`config.mk`:
```
export PLATFORM = sky130hd
export DESIGN_NAME = sram_arbiter_flat
export DESIGN_NICKNAME = d
export VERILOG_FILES = /design/src/rtl/sram_arb_pkg.sv /design/src/rtl/sram_arbiter_if.sv /design/src/rtl/sram_arbiter_rr_pick2.sv /design/src/rtl/sram_arbiter.sv /design/src/flat_wrapper.sv
export SDC_FILE = /design/constraint.sdc
export NUM_CORES = 1
export LEC_CHECK = 0
export CAP_MARGIN = 30
export CORE_MARGIN = 4
export CORE_UTILIZATION = 30
export CTS_BUF_LIST = sky130_fd_sc_hd__clkbuf_4 sky130_fd_sc_hd__clkbuf_8
export DETAILED_ROUTE_END_ITERATION = 7
export PLACE_DENSITY = 0.77
export RECOVER_POWER = 25
export SLEW_MARGIN = 25
export SYNTH_ARGS = -nofsm -noshare
export SYNTH_HDL_FRONTEND = slang
export SYNTH_SLANG_ARGS = --single-unit
```
`constraint.sdc`:
```
create_clock -name clk -period 1.3 [get_ports clk]
set_input_delay 0.13 -clock clk [delete_from_list [all_inputs] [get_ports clk]]
set_output_delay 0.13 -clock clk [all_outputs]
set_load 0.03 [all_outputs]
```
`src/rtl/sram_arb_pkg.sv`:
```
// Shared types and constants for the two-master SRAM arbiter.
// Widths, FSM encoding and master indices.
package sram_arb_pkg;

  localparam int DATA_WIDTH = 16;
  localparam int ADDR_WIDTH = 16;

  typedef enum logic [1:0] {
    ST_IDLE   = 2'd0,
    ST_ACCESS = 2'd1,
    ST_DONE   = 2'd2
  } state_t;

  localparam logic M_CPU = 1'b0;
  localparam logic M_LDR = 1'b1;

endpackage

```
`src/rtl/sram_arbiter_if.sv`:
```
// Bus bundle between the two masters, the arbiter and the SRAM.
// slave = arbiter view, master = environment view.
interface sram_arbiter_if
  import sram_arb_pkg::*;
#(
  parameter int DW = sram_arb_pkg::DATA_WIDTH,
  parameter int AW = sram_arb_pkg::ADDR_WIDTH
);

  logic          m0_req;
  logic          m0_we_n;
  logic [AW-1:0] m0_addr;
  logic [DW-1:0] m0_wdata;
  logic          m0_ack;
  logic [DW-1:0] m0_rdata;

  logic          m1_req;
  logic          m1_we_n;
  logic [AW-1:0] m1_addr;
  logic [DW-1:0] m1_wdata;
  logic          m1_ack;
  logic [DW-1:0] m1_rdata;

  logic [AW-1:0] sram_addr;
  logic [DW-1:0] sram_wdata;
  logic          sram_we_n;
  logic [DW-1:0] sram_rdata;

  modport slave (
    input  m0_req,
    input  m0_we_n,
    input  m0_addr,
    input  m0_wdata,
    output m0_ack,
    output m0_rdata,
    input  m1_req,
    input  m1_we_n,
    input  m1_addr,
    input  m1_wdata,
    output m1_ack,
    output m1_rdata,
    output sram_addr,
    output sram_wdata,
    output sram_we_n,
    input  sram_rdata
  );

  modport master (
    output m0_req,
    output m0_we_n,
    output m0_addr,
    output m0_wdata,
    input  m0_ack,
    input  m0_rdata,
    output m1_req,
    output m1_we_n,
    output m1_addr,
    output m1_wdata,
    input  m1_ack,
    input  m1_rdata,
    input  sram_addr,
    input  sram_wdata,
    input  sram_we_n,
    output sram_rdata
  );

endinterface

```
`src/rtl/sram_arbiter_rr_pick2.sv`:
```
// Two-way round-robin picker, purely combinational.
// On a tie the master that did not win last time is chosen.
module rr_pick2
  import sram_arb_pkg::*;
(
  input  logic [1:0] req,
  input  logic       last_grant,
  output logic       valid,
  output logic       grant
);

  // pick a winner from the current requests
  always_comb begin
    valid = |req;
    grant = M_CPU;
    unique case (1'b1)
      (req == 2'b11): grant = ~last_grant;
      (req == 2'b10): grant = M_LDR;
      default:        grant = M_CPU;
    endcase
  end

endmodule

```
`src/rtl/sram_arbiter.sv`:
```
// Shares one single-port SRAM between the cpu (m0) and loader (m1).
// Each access runs IDLE -> ACCESS -> DONE, ack pulses in DONE.
module sram_arbiter
  import sram_arb_pkg::*;
#(
  parameter int DATA_WIDTH = sram_arb_pkg::DATA_WIDTH,
  parameter int ADDR_WIDTH = sram_arb_pkg::ADDR_WIDTH
)(
  input  logic              clk,
  input  logic              reset_n,
  sram_arbiter_if.slave     bus
);

  state_t                  state_q;
  state_t                  state_d;

  logic                    sel_q;
  logic                    last_grant_q;

  logic                    pick_valid;
  logic                    pick_grant;

  logic                    load;
  logic                    drop_we;
  logic                    clear;

  logic [ADDR_WIDTH-1:0]   win_addr;
  logic [DATA_WIDTH-1:0]   win_wdata;
  logic                    win_we_n;

  logic [ADDR_WIDTH-1:0]   addr_q;
  logic [DATA_WIDTH-1:0]   wdata_q;
  logic                    we_n_q;

  logic                    done;
  logic                    ack0;
  logic                    ack1;

  rr_pick2 u_pick (
    .req        ({bus.m1_req, bus.m0_req}),
    .last_grant (last_grant_q),
    .valid      (pick_valid),
    .grant      (pick_grant)
  );

  // steer the winning master's request onto the latch inputs
  always_comb begin
    win_addr  = bus.m0_addr;
    win_wdata = bus.m0_wdata;
    win_we_n  = bus.m0_we_n;
    if (pick_grant == M_LDR) begin
      win_addr  = bus.m1_addr;
      win_wdata = bus.m1_wdata;
      win_we_n  = bus.m1_we_n;
    end
  end

  // state register; reset drops straight back to IDLE
  always_ff @(posedge clk or negedge reset_n) begin
    if (!reset_n) begin
      state_q <= ST_IDLE;
    end else begin
      state_q <= state_d;
    end
  end

  // next state and datapath control strobes
  always_comb begin
    state_d = state_q;
    load    = 1'b0;
    drop_we = 1'b0;
    clear   = 1'b0;
    unique case (state_q)
      ST_IDLE: begin
        if (pick_valid) begin
          load    = 1'b1;
          state_d = ST_ACCESS;
        end
      end
      ST_ACCESS: begin
        drop_we = 1'b1;
        state_d = ST_DONE;
      end
      ST_DONE: begin
        clear   = 1'b1;
        state_d = ST_IDLE;
      end
      default: begin
        state_d = ST_IDLE;
      end
    endcase
  end

  // grant bookkeeping, updated only when a grant is made
  always_ff @(posedge clk or negedge reset_n) begin
    if (!reset_n) begin
      sel_q        <= M_CPU;
      last_grant_q <= M_LDR;
    end else if (load) begin
      sel_q        <= pick_grant;
      last_grant_q <= pick_grant;
    end
  end

  // SRAM-side registers; write strobe lives only for the ACCESS cycle
  always_ff @(posedge clk or negedge reset_n) begin
    if (!reset_n) begin
      addr_q  <= '0;
      wdata_q <= '0;
      we_n_q  <= 1'b1;
    end else begin
      if (load) begin
        addr_q  <= win_addr;
        wdata_q <= win_wdata;
        we_n_q  <= win_we_n;
      end
      if (drop_we) begin
        we_n_q  <= 1'b1;
      end
      if (clear) begin
        addr_q  <= '0;
        wdata_q <= '0;
      end
    end
  end

  assign bus.sram_addr  = addr_q;
  assign bus.sram_wdata = wdata_q;
  assign bus.sram_we_n  = we_n_q;

  // ack and read data go only to the master that owns the access
  always_comb begin
    done         = (state_q == ST_DONE);
    ack0         = done && (sel_q == M_CPU);
    ack1         = done && (sel_q == M_LDR);
    bus.m0_ack   = ack0;
    bus.m1_ack   = ack1;
    bus.m0_rdata = '0;
    bus.m1_rdata = '0;
    if (ack0) begin
      bus.m0_rdata = bus.sram_rdata;
    end
    if (ack1) begin
      bus.m1_rdata = bus.sram_rdata;
    end
  end

endmodule

```
`src/flat_wrapper.sv`:
```
// flat-port wrapper written by rule: the top's interface ports become plain ports
module sram_arbiter_flat import sram_arb_pkg::*;
#(
  parameter int DATA_WIDTH = sram_arb_pkg::DATA_WIDTH,
  parameter int ADDR_WIDTH = sram_arb_pkg::ADDR_WIDTH
)
  (clk, reset_n, bus_m0_req, bus_m0_we_n, bus_m0_addr, bus_m0_wdata, bus_m0_ack, bus_m0_rdata, bus_m1_req, bus_m1_we_n, bus_m1_addr, bus_m1_wdata, bus_m1_ack, bus_m1_rdata, bus_sram_addr, bus_sram_wdata, bus_sram_we_n, bus_sram_rdata);
  sram_arbiter_if bus_i ();
  input  logic clk;
  input  logic reset_n;
  input wire logic [$bits(bus_i.m0_req)-1:0] bus_m0_req;
  input wire logic [$bits(bus_i.m0_we_n)-1:0] bus_m0_we_n;
  input wire logic [$bits(bus_i.m0_addr)-1:0] bus_m0_addr;
  input wire logic [$bits(bus_i.m0_wdata)-1:0] bus_m0_wdata;
  output wire logic [$bits(bus_i.m0_ack)-1:0] bus_m0_ack;
  output wire logic [$bits(bus_i.m0_rdata)-1:0] bus_m0_rdata;
  input wire logic [$bits(bus_i.m1_req)-1:0] bus_m1_req;
  input wire logic [$bits(bus_i.m1_we_n)-1:0] bus_m1_we_n;
  input wire logic [$bits(bus_i.m1_addr)-1:0] bus_m1_addr;
  input wire logic [$bits(bus_i.m1_wdata)-1:0] bus_m1_wdata;
  output wire logic [$bits(bus_i.m1_ack)-1:0] bus_m1_ack;
  output wire logic [$bits(bus_i.m1_rdata)-1:0] bus_m1_rdata;
  output wire logic [$bits(bus_i.sram_addr)-1:0] bus_sram_addr;
  output wire logic [$bits(bus_i.sram_wdata)-1:0] bus_sram_wdata;
  output wire logic [$bits(bus_i.sram_we_n)-1:0] bus_sram_we_n;
  input wire logic [$bits(bus_i.sram_rdata)-1:0] bus_sram_rdata;
  assign bus_i.m0_req = bus_m0_req;
  assign bus_i.m0_we_n = bus_m0_we_n;
  assign bus_i.m0_addr = bus_m0_addr;
  assign bus_i.m0_wdata = bus_m0_wdata;
  assign bus_m0_ack = bus_i.m0_ack;
  assign bus_m0_rdata = bus_i.m0_rdata;
  assign bus_i.m1_req = bus_m1_req;
  assign bus_i.m1_we_n = bus_m1_we_n;
  assign bus_i.m1_addr = bus_m1_addr;
  assign bus_i.m1_wdata = bus_m1_wdata;
  assign bus_m1_ack = bus_i.m1_ack;
  assign bus_m1_rdata = bus_i.m1_rdata;
  assign bus_sram_addr = bus_i.sram_addr;
  assign bus_sram_wdata = bus_i.sram_wdata;
  assign bus_sram_we_n = bus_i.sram_we_n;
  assign bus_i.sram_rdata = bus_sram_rdata;
  sram_arbiter #(.DATA_WIDTH(DATA_WIDTH), .ADDR_WIDTH(ADDR_WIDTH)) u_core (.clk(clk), .reset_n(reset_n), .bus(bus_i));
endmodule
```
==> metrics, run 1 <==
outcome=finished, violations left; failing checks=negative setup slack; Synth-to-Final Area Change=103%; kind of end point of the critical path=output pin; reg2reg path depth=7; Slew Viols, Final=0; RSZ-0062 raised after global routing=yes; DIE AREA=7900 um2; maximum VDD drop=1140 uV; crit path cell chain=nor3b_4 -> buf_4 -> and2_1 -> buf_6; CTS tree=yes; Max-slew headroom=72.6%; startpoint types=flip-flop; H-tree level count=2; crit path kind=reg2out; DRT Wirelength=6390 um; slowest CP cell=dfrtp_1; R2R Path Start=u_core.state_q[1]; LEAKAGE=1.88 nW; latest clock arrival within the worst-skew pair=0.28 ns; max incr delay on CP=0.43 ns; met2 usage=27.7%; DR WL/cell=14.6 um; share of layout cells above drive strength 1=29.8%; cell area after synthesis=1960 um2; Yosys cell types=25; Port-buffer cells=152; minimum clock period=1.53 ns; Hold Crit Class=in2async; Total Routing Usage GR=15.5%; layout net count=447; top-area cell type share of the netlist area=44.6%; Root Driver=clkbuf_8; final worst setup slack=-0.228 ns; commonest cells after routing, fill and taps aside=83 x clkdlybuf4s50_1, 35 x buf_6, 35 x dfrtp_1; Final Setup Violations=67; routed vias=2007; Setup TNS=-9.17 ns; clk_skew=0.00485 ns; Antenna Cells=0; Max Cap Viol=0; vias in the first global route=1981; Num Clock Sinks=37; R2R setup slack=-0.09 ns; # DRC=0; Top Usage Layer GRT=met2; initial drt markers=37; GR Util met3=5.71%; Clock transition at path regs=0.08 ns; met1 Usage GRT=16.8%; Vias per Instance=4.57; worst hold slack=0.297 ns; Detail Route Antenna Nets=0; Worst Path Max Fanout=9; clk buf depth=2; # rows=29; Filler cells=578; largest net degree at the start of global routing=23; Final HPWL DP=4810 um; TritonCTS Buffers=5; Ys Warns=0; GRT overflow=0; core area=6350 um2; net count after synthesis=280; die width=88.9 um; Worst Path Arrival=1.40 ns; GPL Wtd Cong=0.791; Synth area leaders=dfrtp_1 45%, mux2i_1 17%, and2_1 10%; initial antenna violation count=0; most common cell after layout, fill and taps aside=clkdlybuf4s50_1; r2r endpoint=u_core.bus.sram_wdata[2]; Fin. Hold Viols=0; # IOs=153; sequential share of the synthesized area=47.3%; first-pass GRT wire length=9470 um; first-pass detailed-route iteration total=4; FMAX=0.654 GHz; final period utilization=118%; pwr dens=1960 nW/um2; worst slew pin tran=0.410 ns; Syn Area/Cell=10.1 um2; CP Data Required Time=1.17 ns; starting density of the core=30.9%; total chip power=7.83 mW; die height=88.9 um; synthesis-stage register bit count=37; Cells after Synth=194; area leader, netlist=dfrtp_1
[synthesized netlist by cell type (all sizes together)]
| cell | count |
|---|---|
| mux2i | 33 |
| dfrtp | 35 |
| nand2 | 32 |
| buf | 11 |
| nor2 | 1 |
| nor3b | 1 |
| nand2b | 1 |
| a21oi | 1 |
| mux2 | 1 |
| o21ai | 33 |
| inv | 1 |
| and2 | 32 |
| dfstp | 2 |
| a21boi | 1 |
| clkbuf | 3 |
| and3b | 1 |
| nor2b | 1 |
| or2 | 1 |
| a22o | 1 |
| nor3 | 1 |
| a31oi | 1 |
[through the flow]
stage | utilization (%) | instance area (um2) | instances | worst slack (ns)
after floorplan | - | 1990 | 194 | 0.00548
after global placement | 56.5 | 3590 | 422 | -0.226
after detailed placement | 56.5 | 3590 | 422 | -0.255
after CTS | 60.8 | 3860 | 434 | -0.217
after global routing | 62.8 | 3990 | 439 | -0.298
final | 62.8 | 3990 | 439 | -0.228
[how the worst max path moves through the flow]
stage | from | endpoint | slack (ns) | depth (start not counted)
finish | u_core.state_q[0] | bus_m0_rdata[3] | -0.23 | 4
global route | u_core.state_q[0] | bus_m0_rdata[3] | -0.30 | 4
CTS | u_core.state_q[0] | bus_m0_rdata[11] | -0.22 | 4
detailed placement | bus_m0_req | u_core.bus.sram_addr[7] | -0.26 | 5
global placement | bus_m1_req | u_core.bus.sram_addr[7] | -0.23 | 5
floorplan | u_core.state_q[0] | bus_m1_rdata[11] | 0.005 | 4
[registers in the layout, indices dropped and copies added, names as in the netlist]
name / flops
u_core.bus.sram_addr: 16
u_core.bus.sram_wdata: 16
u_core.bus.sram_we_n: 1
u_core.last_grant_q: 1
u_core.sel_q: 1
u_core.state_q: 2
[cells by family after synthesis]
| group | after synthesis | synth area share, % |
|---|---|---|
| and+or+nand+nor | 71 | 18.9 |
| AOI/OAI and AO/OA | 37 | 10.6 |
| DFF | 37 | 47.3 |
| muxes | 34 | 17.6 |
| buffers and inverters | 15 | 5.61 |
[final cells by class]
cell class / instances / area, um2 / area share (%)
multi-input cells: 143 / 1040 / 26.0
repair buffers: 173 / 1810 / 45.3
clock inverters: 2 / 38.8 / 0.973
inverters: 1 / 3.75 / 0.0941
flip-flops and latches: 37 / 928 / 23.3
clock buffers: 6 / 76.3 / 1.91
well taps: 77 / 96.3 / 2.42
[critical path, delay by kind of cell, from the launching register on]
kind          cells  cell delay [ns]
buf+inv           2             0.31
flops             1             0.43
simple gates      2             0.37
[report_power, final]
part           total (mW)  leakage (nW)  switching, mW  internal, mW
combinational        4.85          1.36           2.66          2.19
sequential           1.96         0.465          0.283          1.68
clock                1.01        0.0588          0.417         0.597
total                7.83          1.88           3.36          4.46
[layer usage]
layer,vias up,part of all wire (%)
li1,993,-
met1,912,36
met2,96,50
met3,6,13
met4,0,1.1
met5,-,0
[repair_timing]
action	CTS	global route
hold buffers	1	0
endpoints found under the setup margin	66	68
gates cloned	1	4
hold endpoints to repair	15	0
gates resized for setup	86	13
pin swaps	10	3
buffers inserted	3	3
(Power assumes the default switching activity.)
==> run 2: changes to the inputs <==
--- a/config.mk
+++ b/config.mk
@@ -11,7 +11,6 @@
 export CTS_BUF_LIST = sky130_fd_sc_hd__clkbuf_4 sky130_fd_sc_hd__clkbuf_8
 export DETAILED_ROUTE_END_ITERATION = 7
 export PLACE_DENSITY = 0.77
-export RECOVER_POWER = 25
 export SLEW_MARGIN = 25
 export SYNTH_ARGS = -nofsm -noshare
 export SYNTH_HDL_FRONTEND = slang
==> run 2 against run 1 <==
Against the previous run:
- the flow still finishes with violations (negative setup slack)
- count of clock-buffer cells in the layout unchanged
- utilization up 0.20 points
- first-iteration DRC count down 5.4%
- clock power about the same
- design area up 0.31%
- clock skew about the same
- critical endpoint unchanged
- largest power group unchanged
- highest routed layer unchanged
==> metrics, run 2 (synthesis results as in run 1) <==
outcome=finished, violations left (unchanged); failing checks=negative setup slack (unchanged); CTS tree=yes (unchanged); # IOs=153 (unchanged); switch share=43.0% (about the same); RSZ-0062 raised after global routing=yes (unchanged); die height=88.9 um (unchanged); kind of end point of the critical path=output pin (unchanged); Port-buffer cells=152 (unchanged); maximum VDD drop=1140 uV (about the same); clk_skew=0.00485 ns (about the same); P_int=4.47 mW (was 4.46 mW); pwr dens=1960 nW/um2 (about the same); Antenna Cells=0 (unchanged); first-pass GRT wire length=9470 um (unchanged); starting density of the core=30.9% (unchanged); crit path kind=reg2out (unchanged); Clock transition at path regs=0.08 ns (about the same); initial drt markers=35 (was 37); largest net degree at the start of global routing=23 (unchanged); worst slew pin tran=0.404 ns (was 0.410 ns); clk buf depth=2 (unchanged); Num Clock Sinks=37 (unchanged); Total Routing Usage GR=15.5% (unchanged); Final HPWL DP=4810 um (unchanged); Worst Path Max Fanout=9 (unchanged); Root Driver=clkbuf_8 (unchanged); latest clock arrival within the worst-skew pair=0.28 ns (about the same); layout net count=447 (unchanged); initial antenna violation count=0 (unchanged); # DRC=0 (unchanged); net switching power=3.36 mW (about the same); Crit. Startpoint=u_core.state_q[0] (unchanged); DIE AREA=7900 um2 (unchanged); first-pass detailed-route iteration total=4 (unchanged); minimum clock period=1.53 ns (about the same); TritonCTS Buffers=5 (unchanged); Detail Route Antenna Nets=0 (unchanged); DR WL/cell=14.6 um (about the same); Hold Crit Class=in2async (unchanged); die width=88.9 um (unchanged); H-tree level count=2 (unchanged); GRT overflow=0 (unchanged); vias in the first global route=1981 (unchanged); core area=6350 um2 (unchanged); R2R Path Start=u_core.state_q[1] (unchanged); routed vias=2008 (was 2007); Slew Viols, Final=0 (unchanged); commonest cells after routing, fill and taps aside=83 x clkdlybuf4s50_1, 35 x buf_6, 35 x dfrtp_1 (unchanged); LEAKAGE=1.89 nW (was 1.88 nW); most common cell after layout, fill and taps aside=clkdlybuf4s50_1 (unchanged); Worst Path Arrival=1.40 ns (about the same); total chip power=7.83 mW (about the same); FMAX=0.654 GHz (about the same); clock network power share=12.9% (about the same); post-place instance area=3590 um2 (unchanged); Max Cap Viol=0 (unchanged); final period utilization=118% (about the same); Final Cell Area=4000 um2 (was 3990 um2); Vias per Instance=4.57 (about the same); final worst setup slack=-0.228 ns (about the same); CP Data Required Time=1.17 ns (about the same); register share of total power=25.1% (about the same); startpoint types=flip-flop (unchanged); share of layout cells above drive strength 1=29.8% (unchanged); GPL Wtd Cong=0.791 (unchanged); DRT Wirelength=6390 um (about the same); Fin. Hold Viols=0 (unchanged); Synth-to-Final Area Change=104% (was 103%); combinational share of power=62.0% (about the same); # rows=29 (unchanged); Max-slew headroom=73.1% (was 72.6%); Final Setup Violations=67 (unchanged)
## run 2: cell types whose count changed in the layout (fill, tap and decap cells not counted)
cell,before,now
clkbuf_2,1,0
buf_2,0,1
buf_12,5,6
clkbuf_4,2,1
## run 2: layout make-up
cell class	instances	area [um2]
clock buffers	6	76.3
repair buffers	173	1820
flip-flops and latches	37	928
inverters	1	3.75
clock inverters	2	38.8
well taps	77	96.3
multi-input cells	143	1040
fillers	576	2350
## run 2: what timing repair did
item	4_1_cts	5_1_grt
endpoints found under the hold margin	15	0
cloned	1	4
gates resized for setup	86	13
hold buffers	1	0
pin swaps	10	3
setup endpoints to repair	66	68
buffers inserted	3	3
## run 2: layer usage
layer / wire length (um) / track usage (%)
met5: 0 / 0
met4: 73 / 5.22
met3: 808 / 5.71
met2: 3190 / 27.7
met1: 2310 / 16.8
## run 2: critical path, stage by stage, from the launching register on
cell,delay (ns)
dfrtp_1,0.43
nor3b_4,0.22
buf_4,0.17
and2_1,0.15
buf_6,0.14
## run 2: through the flow
step                TNS [ns]  util (%)  hold slack, ns  cells  setup WS, ns
global route          -14.66      63.0           0.333    439        -0.298
floorplan                  0         -          -0.166    194       0.00548
CTS                    -6.63      60.8           0.291    434        -0.217
global placement       -6.65      56.5          0.0778    422        -0.226
finish                 -9.17      63.0           0.296    439        -0.228
detailed placement     -7.36      56.5          0.0753    422        -0.255
## run 2: power by group through the flow
stage | Combinational, mW | Clock, mW | Sequential (mW)
after global placement | 4.46 | 0 | 1.98
after global routing | 5.19 | 1.10 | 2.05
after detailed placement | 4.52 | 0 | 2.00
after CTS | 4.52 | 1.05 | 1.96
final | 4.86 | 1.01 | 1.96
after floorplan | 1.68 | 0 | 2.85
## run 2: worst paths after layout
path | to | slack, ns | depth (start not counted)
max | bus_m0_rdata[3] | -0.23 | 4
min | u_core.bus.sram_wdata[6] | 0.30 | 2
max reg2reg | u_core.bus.sram_wdata[2] | -0.09 | 7
min reg2reg | u_core.bus.sram_wdata[11] | 0.47 | 2
max in group asynchronous | u_core.last_grant_q | 0.47 | 3
min in group clk | u_core.last_grant_q | 0.32 | 3
